===== config.mk =====
export PLATFORM = sky130hd
export DESIGN_NAME = axi4_lite_master_if
export DESIGN_NICKNAME = d
export VERILOG_FILES = /design/src/rtl/axi4_lite_master_if.sv
export SDC_FILE = /design/constraint.sdc
export NUM_CORES = 1
export LEC_CHECK = 0
export ABC_AREA = 1
export BUFFER_PORTS_ARGS = -buffer_cell sky130_fd_sc_hd__buf_4
export CAP_MARGIN = 25
export CORE_MARGIN = 5
export CORE_UTILIZATION = 49
export CTS_CLUSTER_DIAMETER = 200
export DETAILED_ROUTE_END_ITERATION = 10
export HOLD_SLACK_MARGIN = 0.12
export PLACE_DENSITY = 0.81
export SYNTH_ARGS = -nofsm -noshare
export SYNTH_HDL_FRONTEND = slang
export SYNTH_SLANG_ARGS = --single-unit
export TNS_END_PERCENT = 30

===== constraint.sdc =====
create_clock -name clk -period 5.2 [get_ports clk]
set_clock_uncertainty 0.1 [all_clocks]
set_input_delay 1.56 -clock clk [delete_from_list [all_inputs] [get_ports clk]]
set_output_delay 1.56 -clock clk [all_outputs]
set_load 0.005 [all_outputs]

===== src/rtl/axi4_lite_master_if.sv =====
// axi4_lite_master_if: single-outstanding AXI4-Lite initiator driven by local register commands
`timescale 1ns/1ps
module axi4_lite_master_if #(
    parameter int C_M_AXI_ADDR_WIDTH = 12,
    parameter int C_M_AXI_DATA_WIDTH = 32,
    parameter int TIMEOUT_CYCLES     = 1023
) (
    input  logic                            clk,
    input  logic                            rst,
    input  logic                            cmd_valid_i,
    output logic                            cmd_ready_o,
    input  logic                            cmd_write_i,
    input  logic [C_M_AXI_ADDR_WIDTH-1:0]   cmd_addr_i,
    input  logic [C_M_AXI_DATA_WIDTH-1:0]   cmd_wdata_i,
    input  logic [C_M_AXI_DATA_WIDTH/8-1:0] cmd_wstrb_i,
    output logic                            rsp_valid_o,
    input  logic                            rsp_ready_i,
    output logic [C_M_AXI_DATA_WIDTH-1:0]   rsp_rdata_o,
    output logic [1:0]                      rsp_resp_o,
    output logic                            timeout_o,
    output logic [C_M_AXI_ADDR_WIDTH-1:0]   m_axi_awaddr_o,
    output logic [2:0]                      m_axi_awprot_o,
    output logic                            m_axi_awvalid_o,
    input  logic                            m_axi_awready_i,
    output logic [C_M_AXI_DATA_WIDTH-1:0]   m_axi_wdata_o,
    output logic [C_M_AXI_DATA_WIDTH/8-1:0] m_axi_wstrb_o,
    output logic                            m_axi_wvalid_o,
    input  logic                            m_axi_wready_i,
    input  logic [1:0]                      m_axi_bresp_i,
    input  logic                            m_axi_bvalid_i,
    output logic                            m_axi_bready_o,
    output logic [C_M_AXI_ADDR_WIDTH-1:0]   m_axi_araddr_o,
    output logic [2:0]                      m_axi_arprot_o,
    output logic                            m_axi_arvalid_o,
    input  logic                            m_axi_arready_i,
    input  logic [C_M_AXI_DATA_WIDTH-1:0]   m_axi_rdata_i,
    input  logic [1:0]                      m_axi_rresp_i,
    input  logic                            m_axi_rvalid_i,
    output logic                            m_axi_rready_o
);
    typedef enum logic [2:0] {IDLE, WR, WB, RA, RD, RSP} state_t;
    state_t                            state_q, state_d;
    logic [15:0]                       cnt_q, cnt_d;
    logic                              waiting, hit;
    logic [C_M_AXI_ADDR_WIDTH-1:0]     addr_q;
    logic [C_M_AXI_DATA_WIDTH-1:0]     wdata_q, rdata_q;
    logic [C_M_AXI_DATA_WIDTH/8-1:0]   wstrb_q;
    logic [1:0]                        resp_q;
    logic                              awvalid_q, wvalid_q, arvalid_q, bready_q, rready_q, rsp_valid_q, timeout_q;
    assign cmd_ready_o     = state_q == IDLE;
    assign rsp_valid_o     = rsp_valid_q;
    assign rsp_rdata_o     = rdata_q;
    assign rsp_resp_o      = resp_q;
    assign timeout_o       = timeout_q;
    assign m_axi_awaddr_o  = addr_q;
    assign m_axi_araddr_o  = addr_q;
    assign m_axi_awprot_o  = 3'b000;
    assign m_axi_arprot_o  = 3'b000;
    assign m_axi_awvalid_o = awvalid_q;
    assign m_axi_wdata_o   = wdata_q;
    assign m_axi_wstrb_o   = wstrb_q;
    assign m_axi_wvalid_o  = wvalid_q;
    assign m_axi_bready_o  = bready_q;
    assign m_axi_arvalid_o = arvalid_q;
    assign m_axi_rready_o  = rready_q;
    // Next state plus the wait counter, which restarts on every state change and saturates
    always_comb begin
        state_d = state_q;
        case (state_q)
            IDLE:    state_d = cmd_valid_i ? (cmd_write_i ? WR : RA) : IDLE;
            WR:      state_d = ((!awvalid_q || m_axi_awready_i) && (!wvalid_q || m_axi_wready_i)) ? WB : WR;
            WB:      state_d = m_axi_bvalid_i ? RSP : WB;
            RA:      state_d = m_axi_arready_i ? RD : RA;
            RD:      state_d = m_axi_rvalid_i ? RSP : RD;
            RSP:     state_d = rsp_ready_i ? IDLE : RSP;
            default: state_d = IDLE;
        endcase
        waiting = state_q inside {WR, WB, RA, RD};
        cnt_d   = (state_d != state_q) ? 16'd0 : (waiting && cnt_q != 16'hFFFF) ? cnt_q + 16'd1 : cnt_q;
        hit     = TIMEOUT_CYCLES != 0 && {16'd0, cnt_d} == 32'(TIMEOUT_CYCLES);
    end
    // Transaction FSM; every bus-facing output is a register updated here
    always_ff @(posedge clk or posedge rst) begin
        if (rst) begin
            state_q     <= IDLE;
            cnt_q       <= '0;
            timeout_q   <= 1'b0;
            addr_q      <= '0;
            wdata_q     <= '0;
            wstrb_q     <= '0;
            rdata_q     <= '0;
            resp_q      <= '0;
            awvalid_q   <= 1'b0;
            wvalid_q    <= 1'b0;
            arvalid_q   <= 1'b0;
            bready_q    <= 1'b0;
            rready_q    <= 1'b0;
            rsp_valid_q <= 1'b0;
        end else begin
            state_q   <= state_d;
            cnt_q     <= cnt_d;
            timeout_q <= timeout_q | hit;
            case (state_q)
                IDLE: if (cmd_valid_i) begin
                    addr_q    <= cmd_addr_i;
                    wdata_q   <= cmd_wdata_i;
                    wstrb_q   <= cmd_wstrb_i;
                    awvalid_q <= cmd_write_i;
                    wvalid_q  <= cmd_write_i;
                    arvalid_q <= !cmd_write_i;
                end
                WR: begin
                    awvalid_q <= awvalid_q && !m_axi_awready_i;
                    wvalid_q  <= wvalid_q && !m_axi_wready_i;
                    bready_q  <= state_d == WB;
                end
                WB: if (m_axi_bvalid_i) begin
                    bready_q    <= 1'b0;
                    resp_q      <= m_axi_bresp_i;
                    rdata_q     <= '0;
                    rsp_valid_q <= 1'b1;
                end
                RA: if (m_axi_arready_i) begin
                    arvalid_q <= 1'b0;
                    rready_q  <= 1'b1;
                end
                RD: if (m_axi_rvalid_i) begin
                    rready_q    <= 1'b0;
                    resp_q      <= m_axi_rresp_i;
                    rdata_q     <= m_axi_rdata_i;
                    rsp_valid_q <= 1'b1;
                end
                RSP: if (rsp_ready_i) rsp_valid_q <= 1'b0;
                default: ;
            endcase
        end
    end
endmodule


==> summary.md <==
| Metric | Value |
|---|---|
| I/O Buffers | `195` |
| Clock Latency Late Sink | `around 360 ps` |
| Top post-synthesis cells by area | `dfrtp_1, nand2_1, nand3_1` |
| Min-delay src | `m_axi_wdata_o[5]` |
| Per-cell routed wire length | `14.0 um` |
| Clk sink count | `roughly 110` |
| Routed Wire Length | `13,600 um` |
| GPL Wtd Cong | `0.896` |
| Sequential fraction of the synthesis area | `52.7%` |
| Cell area after synthesis | `around 5100 sq um` |
| Setup TNS | `0 ps` |
| Final Slew Violations | `0` |
| Largest stage delay, worst path | `490 ps` |
| Die X | `~110 um` |
| Clock-pin slew on the worst setup and hold paths | `roughly 100 ps` |
| Crit path required time | `3540 ps` |
| Syn Inst Count | `658` |
| ANT nets after route | `0` |
| Die ar. | `12,600 sq um` |
| RSZ-0062 raised after global routing | `no` |
| Final Cell Area | `~6800 sq um` |
| CP max-delay cell | `dfrtp_1` |
| Finished Layout Cells | `just under 1,000` |
| Reg area | `2700 sq um` |
| Reg2reg start | `state_q[1]` |
| Clock power share | `14.9%` |
| Fmax | `between 0.3 and 0.4 GHz` |
| DR DRC count | `0` |
| Met3 Use GR | `around 5.6%` |
| Slew at the pin closest to its max-slew limit | `889 ps` |
| TritonCTS clock tree | `yes` |
| Die Y | `112 um` |
| Post-CTS Setup Inserts | `0` |
| # hold bufs at CTS | `0` |
| Dpl cell area | `6570 sq um` |
| Synth Register Bits | `approximately 110` |
| Tcrit/Tclk final | `59.9%` |
| Synth warn | `0` |
| Int Power | `2160 uW` |
| Num CTS Buffers | `9` |
| Critical path data arrival time | `roughly 1500 ps` |
| # diodes | `0` |
| Rows | `37` |
| Largest net degree at the start of global routing | `52` |
| Psw | `1470 uW` |
| Area taken by multi-input logic gates | `between 2000 and 2500 sq um` |
| Global Route Usage Sum | `21.7%` |
| Met2 GRT Util | `between 30% and 40%` |
| Clock root buffer | `clkbuf_8` |
| M1 GR Usage | `28.0%` |
| Router iterations before antenna repair | `5` |
| Final Critical Period | `3110 ps` |
| Syn Area/Cell | `7.79 sq um` |
| Crit end category | `output pin` |
| Fraction of layout cells with a size suffix above 1 | `29.5%` |
| Combinational Power Share | `between 40% and 50%` |
| CP Launch Type | `flip-flop` |
| Vias in the first global route | `between 4,000 and 5,000` |
| Initial core utilization | `between 40% and 50%` |
| First-pass GRT wire length | `between 20,000 and 25,000 um` |
| CTS HTree Levels | `3` |
| Post-synth top area cell | `dfrtp_1` |
| DP Cell Count | `956` |
| Vias | `4,763` |
| CORE AREA | `10,300 sq um` |
| Cell Pwr Density | `between 500 and 600 nW/um^2` |
| Final setup violation count | `0` |
| Area share of the largest cell type after synthesis | `52.7%` |
| Status | `complete, no violations` |
| Post-cts resize count | `0` |
| CP Cell Sequence | `nor2_2, nand2_2, inv_4, buf_4` |
| Layout area overhead | `32.3%` |
| Unique masters post-synth | `31` |
| Switching share of total power | `40.5%` |
| Worst Setup SP | `state_q[1]` |
| Drt via density | `4.90` |
| Fin nets | `about 930` |
| Seq pwr share | `38.9%` |
| Hold crit path type | `reg2reg` |
| Clock Path Buffers | `2` |
| Critical path type | `reg2out` |
| Grt peak-use layer | `met2` |
| I/O pin total | `about 200` |
| Initial antenna violation count | `0` |
| Max Cap Violations | `0` |
| Final hold vios | `0` |
| Hpwl dp | `10,400 um` |
| Pleak | `roughly 0.0039 uW` |
| Crit path max fanout | `6` |
| Fill cells | `approximately 860` |
| Initial DRC Count | `~470` |
| Max-slew headroom | `40.5%` |
| Peak supply drop | `approximately 0.33 mV` |
| Total grt overflow | `0` |
## Yosys cell counts, drive strengths merged
library cell  instances
o31ai                 2
ha                    1
inv                  50
nor3                  1
o221ai                1
buf                  31
a21oi                 4
or2                   2
o21bai                2
o21ai                14
dfrtp               108
nand4                 7
nor2                 49
conb                  1
o21a                  1
nand2               311
nand3                56
xnor2                 1
xor2                  5
clkbuf               11
## cell usage in the layout, fill, tap and decap left out, types with 2 or more instances in the layout
cell,count
nand4_1,7
nand2_2,4
xor2_1,5
nor2_4,5
nand3_1,55
o31ai_1,2
inv_1,37
o21ai_2,2
o21ai_1,5
clkbuf_8,9
buf_4,199
conb_1,6
or2_1,2
inv_4,2
nor2_2,6
nor2_1,37
inv_2,11
inv_8,2
nand2_1,307
o21bai_1,2
a21oi_1,4
dfrtp_1,108
o21ai_0,7
## per-stage QoR
stage / hold WS, ps / setup slack, ps / utilization (%) / power (uW)
2_1_floorplan: 357 / 694 / - / 2350
3_3_place_gp: 358 / 1810 / 63.9 / 3050
3_5_place_dp: 361 / 1770 / 63.9 / 3110
4_1_cts: 385 / 2070 / 66.0 / 3660
5_1_grt: 408 / 1840 / 66.0 / 3920
6_report: 383 / 2090 / 66.0 / 3630
## worst max-delay path: cells and delay by family (launching register included)
| family | cells | cell delay [ps] |
|---|---|---|
| buf+inv | 2 | 250 |
| simple gates | 2 | 360 |
| flops | 1 | 490 |
## final cells by class
class | count | area share [%]
Sequential cell | 108 | 39.8
Multi-Input combinational cell | 463 | 29.6
Timing Repair Buffer | 199 | 22.0
Inverter | 50 | 2.84
Tap cell | 136 | 2.51
Clock buffer | 9 | 1.83
Clock inverter | 7 | 1.35
## power by group through the flow
stage	logic (uW)	clock network, uW	registers, uW
floorplan	948	0	1400
global placement	1630	0	1410
detailed placement	1700	0	1420
CTS	1700	552	1410
global route	1880	588	1460
finish	1680	539	1410
## path summary, 6_finish.rpt
| check | to | slack (ps) | cells after the start |
|---|---|---|---|
| worst max-delay path | cmd_ready_o | 2090 | 4 |
| worst min-delay path | m_axi_wdata_o[5] | 380 | 2 |
| worst max register to register | timeout_o | 2510 | 14 |
| worst min register to register | m_axi_wdata_o[5] | 380 | 2 |
| max in group asynchronous | rsp_rdata_o[13] | 2950 | 3 |
| min in group asynchronous | rsp_rdata_o[6] | 1100 | 2 |
## state kept, by name, summed over array words and instances, names as in the netlist
signal	flops
m_axi_wdata_o	32
rsp_rdata_o	32
cnt_q	16
m_axi_araddr_o	12
m_axi_wstrb_o	4
state_q	3
rsp_resp_o	2
m_axi_arvalid_o	1
m_axi_awvalid_o	1
m_axi_bready_o	1
m_axi_rready_o	1
m_axi_wvalid_o	1
rsp_valid_o	1
timeout_o	1
## layer usage
metal	vias up	wire (um)
li1	2339	-
met1	2228	5560
met2	172	6830
met3	24	988
met4	0	239
met5	-	0
## logic make-up (layout without fill, tap and decap cells)
family,count (synthesis),after routing,share of synthesized area [%]
xor+xnor,6,6,1.02
simple gates,426,426,34.5
other cells,1,6,0.0731
flops,108,108,52.7
buf+inv,92,265,8.66
compound gates,24,24,2.81
fa+ha+maj,1,1,0.244
Note: power is estimated with default switching activity, not from simulation.
